$ cat config.mk
export PLATFORM = sky130hd
export DESIGN_NAME = traffic_light_controller
export DESIGN_NICKNAME = d
export VERILOG_FILES = /design/src/rtl/traffic_light_controller.sv
export SDC_FILE = /design/constraint.sdc
export NUM_CORES = 1
export LEC_CHECK = 0
export ABC_AREA = 1
export CAP_MARGIN = 5
export CORE_AREA = 3 3 40 42
export DETAILED_ROUTE_END_ITERATION = 8
export DIE_AREA = 0 0 43 45
export GPL_ROUTABILITY_DRIVEN = 1
export PLACE_DENSITY = 0.69
export RECOVER_POWER = 25
export SLEW_MARGIN = 30
export SYNTH_ARGS = -nofsm -noshare
export SYNTH_HDL_FRONTEND = slang
export SYNTH_SLANG_ARGS = --single-unit
export TNS_END_PERCENT = 5
$ cat constraint.sdc
create_clock -name clock -period 1.8 [get_ports clock]
set_input_delay 0.45 -clock clock [delete_from_list [all_inputs] [get_ports clock]]
set_output_delay 0.45 -clock clock [all_outputs]
set_load 0.1 [all_outputs]
$ cat src/rtl/traffic_light_controller.sv
// Two-street intersection sequencer: Moore FSM with min/max green dwell,
// fixed yellow and all-red clearance phases.
module traffic_light_controller #(
  parameter int MIN_GREEN      = 3,
  parameter int MAX_GREEN      = 8,
  parameter int YELLOW_CYCLES  = 2,
  parameter int ALL_RED_CYCLES = 1
) (
  input  logic       clock,
  input  logic       reset,
  input  logic       ta,
  input  logic       tb,
  output logic [1:0] la,
  output logic [1:0] lb,
  output logic [2:0] phase
);

  localparam int L0      = (MIN_GREEN > MAX_GREEN) ? MIN_GREEN : MAX_GREEN;
  localparam int L1      = (YELLOW_CYCLES > ALL_RED_CYCLES) ? YELLOW_CYCLES : ALL_RED_CYCLES;
  localparam int LARGEST = (L0 > L1) ? L0 : L1;
  localparam int CW      = (LARGEST > 1) ? $clog2(LARGEST) : 1;

  localparam logic [CW-1:0] MIN_END = CW'(MIN_GREEN - 1);
  localparam logic [CW-1:0] MAX_END = CW'(MAX_GREEN - 1);
  localparam logic [CW-1:0] YEL_END = CW'(YELLOW_CYCLES - 1);
  localparam logic [CW-1:0] RED_END = CW'(ALL_RED_CYCLES - 1);

  localparam logic [1:0] GREEN  = 2'b00;
  localparam logic [1:0] YELLOW = 2'b01;
  localparam logic [1:0] RED    = 2'b10;

  typedef enum logic [2:0] {
    A_GREEN  = 3'd0,
    A_YELLOW = 3'd1,
    RED_AB   = 3'd2,
    B_GREEN  = 3'd3,
    B_YELLOW = 3'd4,
    RED_BA   = 3'd5
  } state_t;

  state_t        state, state_next;
  logic [CW-1:0] cnt;
  logic          green_done;

  always_ff @(posedge clock or posedge reset) begin
    if (reset) begin
      state <= A_GREEN;
      cnt   <= '0;
    end else begin
      state <= state_next;
      if (state_next != state) cnt <= '0;
      else if (cnt != MAX_END) cnt <= cnt + 1'b1;
    end
  end

  // Green ends once minimum dwell is met and the cross street waits, either
  // because the own street is empty or the maximum dwell has run out.
  always_comb begin
    green_done = 1'b0;
    if (cnt >= MIN_END) begin
      if (state == A_GREEN) green_done = tb && (!ta || cnt >= MAX_END);
      else                  green_done = ta && (!tb || cnt >= MAX_END);
    end
  end

  always_comb begin
    state_next = state;
    case (state)
      A_GREEN:  if (green_done)      state_next = A_YELLOW;
      A_YELLOW: if (cnt == YEL_END)  state_next = RED_AB;
      RED_AB:   if (cnt == RED_END)  state_next = B_GREEN;
      B_GREEN:  if (green_done)      state_next = B_YELLOW;
      B_YELLOW: if (cnt == YEL_END)  state_next = RED_BA;
      RED_BA:   if (cnt == RED_END)  state_next = A_GREEN;
      default:                       state_next = A_GREEN;
    endcase
  end

  always_comb begin
    la    = GREEN;
    lb    = RED;
    phase = state;
    case (state)
      A_GREEN:  begin la = GREEN;  lb = RED;    end
      A_YELLOW: begin la = YELLOW; lb = RED;    end
      RED_AB:   begin la = RED;    lb = RED;    end
      B_GREEN:  begin la = RED;    lb = GREEN;  end
      B_YELLOW: begin la = RED;    lb = YELLOW; end
      RED_BA:   begin la = RED;    lb = RED;    end
      default:  begin la = GREEN;  lb = RED;    end
    endcase
  end

endmodule

After elaboration in Yosys (flattened, before gate mapping)
Cells that the tools add are included.

Register bits: 6. Bits in latches: 0. Bits in writable memories: 0. ROM bits: 0. Memories kept: 0.

Add/subtract/negate cells: 1. Multipliers: 0. Divide/modulo/power cells: 0. Order comparisons: 2. Equal/unequal tests: 8. Shifts and indexed selects: 0. Multiplexer cells: 13. Bitwise logic cells: 0. Reduce and logical (&&, ||, !) cells: 10.

Operator list (number): $mux W3 (8); $pmux W3 S6 (1); $pmux W2 S2 (2); $eq A3 B1 Y1 const B (2); $eq A3 B2 Y1 const B (2); $eq A3 B3 Y1 const B (2); $logic_not A3 Y1 (2); $reduce_or A4 Y1 (1); $add A3 B1 Y3 const B (1); $ge A3 B2 Y1 const B (1); $ge A3 B3 Y1 const B (1); $ne A3 B3 Y1 (1); $ne A3 B3 Y1 const B (1); $logic_and A1 B1 Y1 (2); $logic_not A1 Y1 (2); $logic_or A1 B1 Y1 (2); $mux W1 (2); $reduce_bool A2 Y1 (1).

Depth between registers and ports, before layout
Gate-level depths: netlist of run 1.

Word-level depth: 9. Depth in mapped cells: 13.

Least setup slack after synthesis of run 1
No wires, ideal clock.

Path type: reg2out. From: reg state[2], in the netlist phase[2]. To: out lb[1]. Arrival: 3.454 ns. Required time: 1.350 ns. Setup slack: -2.104 ns. Cell stages (with the launch flop): 4. Buffers on the path: 0. Cell sequence: dfrtp_1 inv_2 nor2_1 nor2_1.

Cells in the longest elaborated chain, start to end: 2. Elaborated cells on any way between the ends: 3. Classes of those cells: 2 x eq/ne; 1 x mux.

RTL lines: start, declared (line 41) `state_t state, state_next;`; start signal, assigned (line 50) `state <= state_next;`; $eq A3 B3 Y1 / $eq A3 B2 Y1 (equally long branches) (line 83) `case (state)`; $pmux W2 S2 * (line 83); end, declared (line 14) `output logic [1:0] lb,`.

Every way passes the cells marked *; elsewhere a longest branch is shown, timed or not.

Final worst setup path of run 1
From: reg state[0], in the netlist phase[0]. To: out lb[1].

The elaborated chain is that of the path after synthesis.

==> results by stage, run 1 <==
Die:
- The initial core utilization is 42.2%.
- The floorplan core area is 1280 µm².
- For this design the top-level I/O count stands at 11.
- The die extent in y is 45 µm.
- The floorplan step set the die width to 43 µm.
- The total number of placement rows is 13.
- The overall die area is 1940 µm².

Timing:
- The count of final hold-check violations is 0.
- Derived from the worst setup path, the maximum achievable clock frequency is 565 MHz.
- The measured slew at the worst slew-check pin is 0.265 ns.
- Dividing the final minimum period by the clock period gives 98.4%.
- Measured against its own limit, the worst slew margin works out to 82.2%.
- Setup repair after global routing could not meet its margin everywhere.
- The setup clock skew after layout is 0.00564 ns.
- The number of failing setup endpoints in the final timing report is 0.
- The smallest clock period supported by the final layout is computed as 1.77 ns.
- The count of pins over their slew limit is 0.

GRT:
- The initial antenna violation count came to 0.
- For this run the aggregate overflow at the end of global routing stands at 0.
- The overall routing resource usage is 12.8%.
- Entering global routing, the biggest net connects 8 pins.
- The first global-routing pass estimated 1930 µm of wire.
- The via count of the first global-routing pass is 496.

Clocking:
- In this run the clock root is driven by a clkbuf_4.
- The TritonCTS sink count is 6.
- The clock slew at the register clock pins of the worst setup and hold paths is 0.05 ns.
- The H-tree depth reported by CTS is 1.
- TritonCTS built the clock tree.
- The maximum clock insertion buffer count is 2.
- The latest clock arrival within the worst-skew pair is 0.24 ns.
- The total CTS buffers is 3.

Detailed routing:
- The total wire length after detailed routing is 1140 µm.
- Detailed routing inserted a total of 507 vias.
- After detailed routing, the number of remaining DRC violations is 0.
- The final antenna-violating net count is 0.
- The per-cell routed wire length is 10.5 µm.
- The iteration count of the initial detailed-routing pass is 2.
- The vias per cell is 4.65.
- The violation count after the first detailed-routing iteration is 3.

Yosys:
- The net count of the mapped netlist is 83.
- The most used flip-flop cell after synthesis is dfrtp_1.
- In the post-synthesis netlist, the biggest area contributors are dfrtp_1, nand2_1, ha_1.
- In this run, synthesis inferred 0 flip-flops with an integrated enable.
- Synthesis instantiated 18 different standard cells from the library.
- The area share of the largest cell type after synthesis is 27.7%.
- The gate count of the mapped netlist is 75.
- In the post-synthesis netlist, the cell with the most instances is nand2_1.
- The count of state elements after synthesis is 6.
- dfrtp_1 takes more of the synthesized area than any other cell.
- The average cell area after synthesis is 7.22 µm².
- The async set or reset register ratio after synthesis is 100%.
- By count the netlist is led by nand2_1, inv_1, nor2_1, dfrtp_1.
- Summing the sequential cell areas from Yosys gives 27.7% of the chip area.
- The number of warnings printed during yosys synthesis is 0.
- Summing every instance area after synthesis gives 542 µm².

Worst setup path:
- In this run the worst setup path terminates at lb[1].
- The critical path start-end classification is flip-flop to output port.
- Data on the critical path arrives at its endpoint at 1.32 ns.
- The worst setup path is launched from a flip-flop.
- The worst endpoint required time is 1.35 ns.
- The endpoint of the most critical register-to-register path is cnt[0].
- The critical path endpoint category is an output port.
- The worst reg-to-reg setup slack is 0.16 ns.
- The cell depth of the worst flop-to-flop path is 13.
- The start point of the critical path is phase[0].
- The startpoint identified for the worst register-to-register timing path is cnt[1].
- In this run the worst path has a maximum fanout of 7.

Layout:
- Cells with a size suffix above 1 make up 45.7% of the layout.
- After the last flow step, the layout net total stands at 103.
- The synthesis-to-finish area growth is 58.0%.
- The diode insertion count for antenna repair is 0.
- The sequential cells in the finished layout cover a total of 161 µm².
- The number of fillers in the final layout is 121.
- Summing all multi-input logic gate instances after layout gives 385 µm².
- The finished layout holds 109 standard cells, fillers aside.
- With fillers left out, the area of the finished cells amounts to 856 µm².

Placement:
- Counting tap cells, the placed design contains a total of 104 instances.
- The HPWL after detailed placement is 939 µm.
- Routability-driven placement finished with a final weighted congestion of 0.812.
- The post-placement cell area is 807 µm².
- The count of input and output buffers is 10.

Run status:
- The run finished with clean final reports.

Job:
- The tool flagged a number of max-cap violations equal to 0.

Hold path:
- The tightest min-delay check is of the input pin to asynchronous set/reset pin type.
[routing by layer]
layer / share of wire [%] / track usage, %
met5: 0 / 0
met2: 52 / 21.9
met4: 0 / 7.83
met3: 2.5 / 0.398
met1: 45 / 16.2
[registers in the layout, indices dropped and copies added (netlist names)]
signal / count
cnt: 3
phase: 3
[critical path, cell delays in order (launching register included)]
cell and delay (ns):
dfrtp_4 0.53, inv_4 0.12, nand2_4 0.05, nor2_4 0.15
nor2_4 0.06, buf_12 0.16
[cells in the final DEF (no fill, tap or decap)]
cell type | synthesis | final
inv_2 | 4 | 2
dfrtp_1 | 6 | 3
clkbuf_1 | 0 | 1
nand3_2 | 2 | 3
ha_1 | 4 | 4
clkdlybuf4s50_1 | 0 | 2
nand2_1 | 17 | 16
dfrtp_4 | 0 | 3
nor2_1 | 9 | 5
nand2_4 | 1 | 2
o21ai_0 | 2 | 2
nand3_1 | 4 | 3
nor2_4 | 3 | 7
dlygate4sd3_1 | 0 | 1
nand2_2 | 4 | 4
buf_12 | 0 | 7
inv_4 | 0 | 3
inv_1 | 9 | 8
nand4_1 | 3 | 3
clkbuf_4 | 0 | 3
nor3_1 | 1 | 1
xor2_1 | 1 | 1
nand3b_1 | 1 | 1
buf_4 | 0 | 5
a21oi_4 | 1 | 1
nor2_2 | 3 | 3
[worst min-delay path by stage]
stage	endpoint	slack [ns]
floorplan	cnt[0]	0.24
global placement	cnt[0]	0.65
detailed placement	cnt[0]	0.66
CTS	phase[2]	0.41
global route	phase[2]	0.56
finish	phase[2]	0.55
[metrics by stage]
step	setup TNS (ns)	util (%)	hold WS [ns]	setup slack, ns
after floorplan	-0.930	-	0.241	-0.268
after global placement	-0.113	62.8	0.653	-0.0384
after detailed placement	-0.199	62.8	0.663	-0.0750
after CTS	0	65.4	0.410	0.00458
after global routing	-0.0330	66.6	0.556	-0.0219
final	0	66.6	0.553	0.0286
[final cells by class]
cell class	count	share of cell area, %
flip-flops and latches	6	18.9
clock buffers	4	3.07
inverters	13	6.58
well taps	15	2.19
multi-input cells	56	45.0
repair buffers	15	24.3
[logic make-up (layout without fill, tap and decap cells)]
logic type | after synthesis | after routing | share of synthesized area [%]
simple gates | 48 | 48 | 47.6
fa+ha+maj | 4 | 4 | 9.24
compound gates | 3 | 3 | 4.85
flops | 6 | 6 | 27.7
buf+inv | 13 | 32 | 9.01
xor+xnor | 1 | 1 | 1.62
[repair_timing]
action                                  4_1_cts  5_1_grt
hold endpoints to repair                      0        0
hold buffers                                  0        0
pin swaps                                     1        1
setup buffers                                 0        1
resized for setup                             2        2
endpoints found under the setup margin        1        4
Power of run 1 is left out: the tool's default activity adds up to more than one toggle a clock period on the data nets, which glitch-free logic cannot reach.
==> run 2: changes to the inputs <==
--- a/config.mk
+++ b/config.mk
@@ -11,6 +11,7 @@
 export DETAILED_ROUTE_END_ITERATION = 8
 export DIE_AREA = 0 0 43 45
 export GPL_ROUTABILITY_DRIVEN = 1
+export GPL_TIMING_DRIVEN = 0
 export PLACE_DENSITY = 0.69
 export RECOVER_POWER = 25
 export SLEW_MARGIN = 30
==> results by stage, run 2 (same netlist as run 1, synthesis figures left out) <==
GRT:
- The via count of the first global-routing pass is 472 (-4.8%).
- The initial antenna violation count is 0 (unchanged).
- The total congestion overflow is 0 (unchanged).
- The wire length of the first global-routing pass is 1900 µm (-1.8%).
- The maximum number of pins on one net before global-route repair is 8 (unchanged).
- The overall routing resource usage is 13.2% (+0.42 points).

Timing:
- The number of failing setup endpoints in the final timing report was 0 (unchanged).
- The count of final hold-check violations is 0 (unchanged).
- The setup TNS after final layout is 0 ns (unchanged).
- The setup clock skew after layout is 0.00510 ns (-0.000545 ns).
- The measured slew at the worst slew-check pin is 0.549 ns (+0.284 ns).
- The fmax was 568 MHz (+0.64%).
- The final critical path time including I/O delays and setup was 1.76 ns (-0.0112 ns).
- The worst slew margin relative to its limit is 63.6% (-19 points).
- Setup repair after global routing could not meet its margin everywhere.
- The count of pins over their slew limit is 0 (unchanged).
- The share of the clock period used by the worst path after layout came to 97.8% (-0.62 points).

Clocking:
- The maximum clock insertion buffer count is 2 (unchanged).
- The number of hold buffers added after CTS is 0 (unchanged).
- The buffer type at the clock tree root is clkbuf_4.
- The clock slew at the register clock pins of the worst setup and hold paths came to 0.05 ns (about the same).
- The TritonCTS sink count is 6 (unchanged).
- The latest clock arrival within the worst-skew pair is 0.24 ns (about the same).
- The total CTS buffers is 3 (unchanged).
- The H-tree depth reported by CTS was 1 (unchanged).
- The clock tree from TritonCTS is built.

Layout:
- The diode insertion count for antenna repair is 0 (unchanged).
- The number of fillers in the final layout is 120 (-0.83%).
- The final layout net count is 99 (-3.9%).
- Leaving out fill and tap cells, the most frequent cell in the layout is nand2_1.
- The library cells used most frequently in the layout, excluding fill and tap cells, are nand2_1, inv_1, nor2_4, nor2_1, nand3_1.
- The share of post-route cells with drive strength above 1 was 44.4% (-1.3 points).
- From synthesis to final layout, the design area changed by 45.7%.

Placement:
- The weighted congestion reported at the end of routability-driven placement is 0.785 (-3.3%).
- The count of input and output buffers came to 10 (unchanged).
- The HPWL after detailed placement is 864 µm (-8.0%).

Detailed routing:
- The vias per cell is 4.82 (+3.6%).
- The total via count in the routed design is 506 (-0.20%).
- The total wire length after detailed routing came to 1070 µm (-6.0%).
- The remaining routing DRC violations is 0 (unchanged).
- The violation count after the first detailed-routing iteration is 9 (+6).
- The iteration count of the initial detailed-routing pass came to 3 (+1).
- The final antenna-violating net count is 0 (unchanged).
- The per-cell routed wire length is 10.2 µm (-2.4%).

Worst setup path:
- The worst endpoint required time is 1.35 ns (about the same).
- The worst register-to-register path ends at cnt[2].
- The worst setup path is launched from a flip-flop.
- The largest incremental delay on the critical path is 0.58 ns (+0.05 ns).
- The critical path's top delay family is buffers and inverters.
- The count of buffer and inverter cells on the critical path came to 1 (-1).
- The logic depth of the worst path, buffers included was 1 (-4).
- The arrival time at the worst endpoint came to 1.31 ns (about the same).
- The critical path start-end classification is flip-flop to output port.
- The worst reg-to-reg setup slack was 0.14 ns (-0.02 ns).
- The cell depth of the worst flop-to-flop path is 13 (unchanged).
- The critical path endpoint category is an output port.
- The beginning of the worst register-to-register path is cnt[1].
- The signal on the critical path passes through clkdlybuf4s15_2.
- The slowest stage of the critical path belongs to the cell clkdlybuf4s15_2.
- The largest driver fanout on the critical path is 7 (unchanged).

Job:
- The number of violations of the max-capacitance limit is 0 (unchanged).

Die:
- The initial core utilization is 42.2% (unchanged).
- The die extent in y was 45 µm (unchanged).
- The floorplan core area is 1280 µm² (unchanged).
- The total number of placement rows was 13 (unchanged).
- The boundary pin count is 11 (unchanged).
- The die outline width came to 43 µm (unchanged).
- The overall die area is 1940 µm² (unchanged).

Hold path:
- The kind of path behind the tightest hold check is input pin to asynchronous set/reset pin.

Run status:
- The flow ran to the end, and the final reports show no timing, DRC or antenna violations.
==> run 2: changes by cell type in the layout (fill, tap and decap cells not counted), sizes merged <==
cell	before	now
buf	12	5
clkdlybuf4s15	0	3
==> run 2: metrics by stage <==
stage | setup slack, ns | hold WS, ns | instances | cell area (µm²) | utilization [%]
4_1_cts | -0.113 | 0.405 | 104 | 733 | 57.1
3_3_place_gp | -0.583 | 0.628 | 100 | 707 | 55.0
6_report | 0.0398 | 0.547 | 105 | 790 | 61.4
5_1_grt | -0.0151 | 0.548 | 105 | 790 | 61.4
2_1_floorplan | -0.268 | 0.241 | 75 | 588 | -
3_5_place_dp | -0.592 | 0.643 | 100 | 707 | 55.0
==> run 2: how the worst max path moves through the flow <==
stage          startpoint        to  slack, ns
2_1_floorplan    phase[0]     lb[1]      -0.27
3_3_place_gp     phase[0]     lb[0]      -0.58
3_5_place_dp     phase[0]     lb[0]      -0.59
4_1_cts          phase[2]     lb[1]      -0.11
5_1_grt            cnt[1]    cnt[2]      -0.02
6_report         phase[2]  phase[2]       0.04
==> run 2: routing by layer <==
| layer | wire length [µm] | vias to the layer above | global-route usage (%) |
|---|---|---|---|
| li1 | - | 264 | - |
| met1 | 503 | 232 | 16.9 |
| met2 | 523 | 8 | 20.4 |
| met3 | 32 | 2 | 2.39 |
| met4 | 15 | 0 | 9.04 |
| met5 | 0 | - | 0 |
==> run 2: layout make-up <==
type / count / area [µm²] / area share [%]
flip-flops and latches: 6 / 163 / 20.6
clock buffers: 4 / 26.3 / 3.33
well taps: 15 / 18.8 / 2.38
inverters: 13 / 58.8 / 7.45
repair buffers: 11 / 125 / 15.8
multi-input cells: 56 / 398 / 50.4
==> run 2: what timing repair did <==
item | 4_1_cts | 5_1_grt
resized for setup | 35 | 12
setup buffers | 0 | 1
pin swaps | 0 | 2
setup endpoints to repair | 10 | 7
gates cloned | 0 | 0
Power of run 2 is left out for the same reason.
